$ cat src/rtl/tile_num_digits.sv
// rtl/tile_num_digits.sv - binary to blanked decimal char codes for the tile text renderer
//
// Iterative double-dabble conversion, one input bit per clock, start/done handshake.
// Ports:
//   clk, rst        clock, synchronous active-high reset
//   start, value    conversion request and binary value (captured when accepted in IDLE)
//   busy            high from the cycle after an accepted start through the done cycle
//   done            one-cycle pulse when digits/ndigits/ovf are updated
//   digits          per-digit char codes, units in [3:0]; leading zeros replaced by BLANK
//   ndigits         number of significant digits (1..DIGITS)
//   ovf             value did not fit in DIGITS decimal digits; digits saturated to 9s
module tile_num_digits #(
    parameter int          VAL_W  = 16,
    parameter int          DIGITS = 5,
    parameter logic [3:0]  BLANK  = 4'hA
) (
    input  logic                  clk,
    input  logic                  rst,
    input  logic                  start,
    input  logic [VAL_W-1:0]      value,
    output logic                  busy,
    output logic                  done,
    output logic [4*DIGITS-1:0]   digits,
    output logic [3:0]            ndigits,
    output logic                  ovf
);

    // One spare nibble above the visible digits catches overflow.
    localparam int SW = (DIGITS + 1) * 4;
    localparam int CW = $clog2(VAL_W + 1);
    localparam logic [4*DIGITS-1:0] RESET_DIGITS = {{(DIGITS-1){BLANK}}, 4'd0};

    typedef enum logic [1:0] {IDLE, SHIFT, FINISH} state_t;

    state_t            state;
    logic [VAL_W-1:0]  shift_reg;
    logic [SW-1:0]     bcd;
    logic [CW-1:0]     cnt;
    // Remembers a carry out of the spare nibble, so values far beyond
    // the scratch range still report overflow instead of wrapping.
    logic              sticky;

    logic [SW-1:0]     bcd_adj;
    logic [SW-1:0]     bcd_next;

    logic [4*DIGITS-1:0] fmt_digits;
    logic [3:0]          fmt_nd;
    logic                fmt_ovf;

    // Add-3 correction on every nibble >= 5, then shift in the next value bit.
    always_comb begin
        bcd_adj = bcd;
        for (int i = 0; i < DIGITS + 1; i++) begin
            if (bcd[4*i +: 4] >= 4'd5) begin
                bcd_adj[4*i +: 4] = bcd[4*i +: 4] + 4'd3;
            end
        end
        bcd_next = {bcd_adj[SW-2:0], shift_reg[VAL_W-1]};
    end

    // Finished scratch -> renderer codes with leading-zero blanking and saturation.
    always_comb begin
        fmt_ovf    = sticky | (bcd[SW-1 -: 4] != 4'd0);
        fmt_nd     = 4'd1;
        fmt_digits = {DIGITS{BLANK}};
        for (int k = 1; k < DIGITS; k++) begin
            if (bcd[4*k +: 4] != 4'd0) begin
                fmt_nd = 4'(k + 1);
            end
        end
        for (int k = 0; k < DIGITS; k++) begin
            if (k < int'(fmt_nd)) begin
                fmt_digits[4*k +: 4] = bcd[4*k +: 4];
            end
        end
        if (fmt_ovf) begin
            fmt_nd     = 4'(DIGITS);
            fmt_digits = {DIGITS{4'd9}};
        end
    end

    always_ff @(posedge clk) begin
        if (rst) begin
            state     <= IDLE;
            busy      <= 1'b0;
            done      <= 1'b0;
            ovf       <= 1'b0;
            digits    <= RESET_DIGITS;
            ndigits   <= 4'd1;
            shift_reg <= '0;
            bcd       <= '0;
            cnt       <= '0;
            sticky    <= 1'b0;
        end else begin
            done <= 1'b0;
            case (state)
                IDLE: begin
                    if (start) begin
                        shift_reg <= value;
                        bcd       <= '0;
                        sticky    <= 1'b0;
                        cnt       <= CW'(VAL_W);
                        busy      <= 1'b1;
                        state     <= SHIFT;
                    end
                end
                SHIFT: begin
                    if (cnt != '0) begin
                        bcd       <= bcd_next;
                        shift_reg <= {shift_reg[VAL_W-2:0], 1'b0};
                        sticky    <= sticky | bcd_adj[SW-1];
                        cnt       <= cnt - CW'(1);
                    end else begin
                        // All bits consumed: publish, done is high during FINISH
                        // so a start coinciding with done is ignored.
                        digits  <= fmt_digits;
                        ndigits <= fmt_nd;
                        ovf     <= fmt_ovf;
                        done    <= 1'b1;
                        state   <= FINISH;
                    end
                end
                FINISH: begin
                    busy  <= 1'b0;
                    state <= IDLE;
                end
                default: state <= IDLE;
            endcase
        end
    end

endmodule
$ cat config.mk
export PLATFORM = sky130hd
export DESIGN_NAME = tile_num_digits
export DESIGN_NICKNAME = d
export VERILOG_FILES = /design/src/rtl/tile_num_digits.sv
export SDC_FILE = /design/constraint.sdc
export NUM_CORES = 1
export LEC_CHECK = 0
export BUFFER_PORTS_ARGS = -buffer_cell sky130_fd_sc_hd__buf_2
export CAP_MARGIN = 10
export CORE_MARGIN = 3
export CORE_UTILIZATION = 45
export DETAILED_ROUTE_END_ITERATION = 8
export PLACE_DENSITY = 0.71
export SETUP_SLACK_MARGIN = 0.1
export SKIP_CTS_REPAIR_TIMING = 1
export SLEW_MARGIN = 0
export SYNTH_ARGS = -nofsm -noshare
export SYNTH_HDL_FRONTEND = slang
export SYNTH_SLANG_ARGS = --single-unit
$ cat constraint.sdc
create_clock -name clk -period 3.84 [get_ports clk]
set_clock_uncertainty 0.2 [all_clocks]
set_input_delay 0.192 -clock clk [delete_from_list [all_inputs] [get_ports clk]]
set_output_delay 0.192 -clock clk [all_outputs]
set_load 0.02 [all_outputs]
# Word-level counts from Yosys, hierarchy flattened
# Cells that the tools add are included.
[totals] regBits=75 in_bits=19
[classes] add_sub_neg=7 n_lt_le_gt_ge=11 n_eq_ne=5 mux=35 bitwise_logic=4 n_reduce_logical=14
[ops] op="2-to-1 mux 4 bit" n=15
[ops] op="2-to-1 mux 24 bit" n=2
[ops] op="case mux 24 bit (2 select lines)" n=1
[ops] op="2-to-1 mux 16 bit" n=2
[ops] op="case mux 16 bit (2 select lines)" n=1
[ops] op="adder 4 x 2 -> 4 bit (second input constant)" n=6
[ops] op="greater-or-equal comparator 4 x 3 -> 1 bit (second input constant)" n=6
[ops] op="2-to-1 mux 20 bit" n=1
[ops] op="nonzero test 4 bit" n=5
[ops] op="2-to-1 mux 5 bit" n=2
[ops] op="case mux 5 bit (2 select lines)" n=1
[ops] op="less-than comparator 1 x 4 -> 1 bit (first input constant)" n=2
[ops] op="less-than comparator 2 x 4 -> 1 bit (first input constant)" n=2
[ops] op="2-to-1 mux 2 bit" n=3
[ops] op="!= test 2 bit (second input constant)" n=3
[ops] op="AND reduction 2 bit" n=3
[ops] op="nonzero test 5 bit" n=1
[ops] op="subtractor 5 x 1 -> 5 bit (second input constant)" n=1
[ops] op="less-than comparator 3 x 4 -> 1 bit (first input constant)" n=1
[ops] op="2-to-1 mux 1 bit" n=4
[ops] op="case mux 1 bit (2 select lines)" n=2
[ops] op="case mux 2 bit (2 select lines)" n=1
[ops] op="nonzero test 2 bit" n=2
[ops] op="AND reduction 3 bit" n=1
[ops] op="other kinds (6)" n=8

# Depth between registers and ports, before layout
[logic_depth] word_depth=8 mapped_depth=8 ltp_nobuf=6

# Worst setup path after synthesis
# Ideal clock, no wire load.
[synth_timing] kind="reg-to-reg" start="register cnt[0]" end="register bcd[12]" setup_time_ns=0.125 t_arrival_ns=1.689 path_slack_ns=1.826 stages_incl_launch_ff=8 period_less_slack_ns=2.014 cell_sequence="dfxtp_1 > inv_1 > ha_1 > nor4b_2 > nor2_1 > nand2_1 > clkbuf_2 > o21ai_0"
[synth_between] elab_chain_cells=3
[synth_rtl] item="start: declaration" line="38" source="logic [CW-1:0] cnt;"
[synth_rtl] item="start signal: assignment" line="102" source="cnt <= CW'(VAL_W);"
[synth_rtl] item="start signal: assignment" line="112" source="cnt <= cnt - CW'(1);"
[synth_rtl] item="nonzero test 5 bit" line="108" source="if (cnt != '0) begin"
[synth_rtl] item="!= test 2 bit (no source line)"
[synth_rtl] item="AND reduction 3 bit (no source line)"
[synth_rtl] item="end signal: assignment" line="109" source="bcd <= bcd_next;"
[synth_rtl] item="end: declaration" line="37" source="logic [SW-1:0] bcd;"
# No other way between the ends.
# A chain may end at the register's enable or synchronous reset.

# Final worst setup path
[layout_timing] start="register cnt[0]" end="register bcd[15]"
# The elaborated chain is that of the path after synthesis.

==> impl_results.md <==
* Detailed Place HPWL at 4970 µm
* Worst reg2reg path depth at 6
* Nets at 481
* Startpoint class of the critical path: flip-flop
* IO Port Bufs at 44
* EDFF count, synth at 0
* CP Depth at 6
* Final setup viols at 0
* Fillcell total at 700
* Crit path arrival time at 2.77 ns
* Detailed Routing Iterations Pass 1 at 4
* Top_reg_cell synth: dfxtp_1
* TritonCTS Buffers at 9
* Outcome: complete, no violations
* Inst Count DP at 519
* Synth area leader: dfxtp_1
* GRT overflow at 0
* Core area at 7290 µm²
* Post-Layout Cell Count at 552
* Share of flip-flops with an asynchronous set or reset at 0%
* Number of flip-flops under the largest register name at 24
* Worst path required time at 3.91 ns
* Total wire length at 7860 µm
* Synth warnings at 0
* Period Utilization, post-route at 70.1%
* Post-synth cell types at 46
* Hold Crit Start: rst
* CP max-delay cell: a211oi_4
* Area delta synth->final at 18.8%
* Buffers plus inverters on the worst setup path at 1
* Hold/Removal Path Class: primary input to flip-flop
* Rel. slew slack at 21.8%
* Top cell type's share of synthesized area at 43.6%
* Crit path time final at 2.69 ns
* Max incr delay on CP at 0.89 ns
* Vias after detailed routing at 2984
* Post-Syn Nets at 426
* Reg2reg end: bcd[15]
* CP Capture Type: flip-flop
* Placed Area at 3660 µm²
* Setup TNS at 0 ns
* FMAX at 0.371 GHz
* Max Cap Violations at 0
* Clock Path Buffers at 2
* Pwr Density at 419 nW/µm²
* Full die area at 8620 µm²
* First-pass GRT wire length at 12600 µm
* Worst-path clk slew at 0.07 ns
* Largest net degree at the start of global routing at 49
* Most common cell in the synthesized netlist: dfxtp_1
* Peak fanout along the critical path at 22
* CP Cell Sequence: inv_1 > ha_1 > or4b_1 > a211oi_4 > o21ai_1 > o21ai_2
* Routed vias/inst at 5.41
* R2r setup slk at 1.15 ns
* Final weighted congestion of routability-driven global placement at 0.774
* FF-to-FF Start: cnt[0]
* Total Routing Usage GR at 18.3%
* Pin slew with the least headroom to its limit at 1.17 ns
* VDD IR max at 0.138 mV
* Std cell rows at 31
* Ports at 46
* Top delay family on crit path: compound AO/OA/AOI/OAI gates
* Vias in the first global route at 2620
* Synth Register Bits at 74
* CTS tree: done
* Hold endpoint: digits[17]
* Post-Route Utilization at 55.3%
* Unrepaired setup endpoints after global routing: no
* Max-slew violation count at 0
* Final hold violation count at 0
* Number of diodes at 0
* Clock H-tree levels at 3
* Largest cells by area after synthesis: dfxtp_1 (44%), nand2_1 (6.2%), ha_1 (5.2%), a21oi_1 (4.3%), o21ai_0 (3.5%)
* Post-Syn Instances at 393
* DRT iter0 DRCs at 162
* Layout cells sized above 1 at 16.3%
* Initial Util at 46.6%
* Sequential share of the synthesized area at 43.6%
* Synthesized area per cell at 8.64 µm²
* DRC Markers at 0
* Hold Crit Depth at 3
* Chip width at 92.9 µm
* Clk_lat worst skew at 0.34 ns
* Final Instance Area at 4030 µm²
* Antenna violations before repair at 0
* CTS root buf: clkbuf_8
* ANT nets after route at 0
* Die Ht at 92.9 µm
* Drt wl/cell at 14.2 µm
* Synth cell count leaders: dfxtp_1 (74), nand2_1 (56), a21oi_1 (29)
* Clock Sinks at 74
* WS Path Type: flip-flop to flip-flop
* Lkg Pwr at 1.61 nW
* Synthesized area at 3390 µm²
[through the flow]
stage	total power [mW]	hold slack, ns	setup WS (ns)
3_3_place_gp	1.08	0.236	1.22
4_1_cts	1.69	-0.126	1.14
6_report	1.69	0.0808	1.15
3_5_place_dp	1.09	0.244	1.17
2_1_floorplan	1.02	0.128	1.83
5_1_grt	1.77	0.105	0.895
[final cells by class]
class / instances / area, µm² / area share [%]
Multi-Input combinational cell: 280 / 1730 / 43.0
Sequential cell: 74 / 1480 / 36.7
Timing Repair Buffer: 67 / 435 / 10.8
Clock buffer: 14 / 163 / 4.03
Tap cell: 99 / 124 / 3.07
Inverter: 16 / 60.1 / 1.49
Clock inverter: 2 / 35.0 / 0.869
[layout by cell type (no fill, tap or decap), drive strengths merged, types with 2 or more instances in the layout]
cell / count
inv: 16
nand2: 56
mux2i: 6
dlygate4sd3: 17
o211ai: 2
a22o: 6
o211a: 3
xor2: 6
clkbuf: 14
nor2: 28
nor4: 8
o21ai: 34
a22oi: 6
dfxtp: 74
nor4b: 3
a211oi: 4
or4b: 2
a21oi: 30
a311oi: 11
nor3: 12
nand4: 3
ha: 14
xnor2: 6
o31ai: 3
nor2b: 2
buf: 50
nand2b: 9
nor3b: 7
nand3: 12
[worst max-delay path by stage]
stage / from / to / slack, ns
after floorplan: cnt[0] / bcd[12] / 1.83
after CTS: cnt[0] / bcd[15] / 1.14
after global placement: cnt[0] / bcd[7] / 1.22
after detailed placement: cnt[0] / bcd[7] / 1.17
final: cnt[0] / bcd[15] / 1.15
after global routing: state[0] / ndigits[0] / 0.90
[routing by layer]
metal	up-vias	global-route usage (%)	part of all wire [%]
met5	-	0	0
met4	0	8.42	0.99
met3	8	3.25	3.8
met2	59	29.0	49
met1	1417	24.1	46
li1	1500	-	-
[cells by family (layout without fill, tap and decap cells)]
logic type,after synthesis,count (layout),share of synthesized area (%)
AOI/OAI and AO/OA,102,102,19.8
and+or+nand+nor,145,145,21.2
xor gates and xnor gates,12,12,3.10
buffers and inverters,39,99,5.27
other,1,1,0.110
DFF,74,74,43.6
muxes,6,6,1.77
adders and majority gates,14,14,5.16
[power by group]
| part | switching, mW | internal, mW |
|---|---|---|
| clock | 0.274 | 0.336 |
| combinational | 0.160 | 0.0893 |
| sequential | 0.0232 | 0.809 |
[tightest hold or removal path: cells and delay by family]
family,cells,cell delay [ns]
and+or+nand+nor,1,0.12
buffers and inverters,2,0.27
Power figures use the tool's default switching activity.
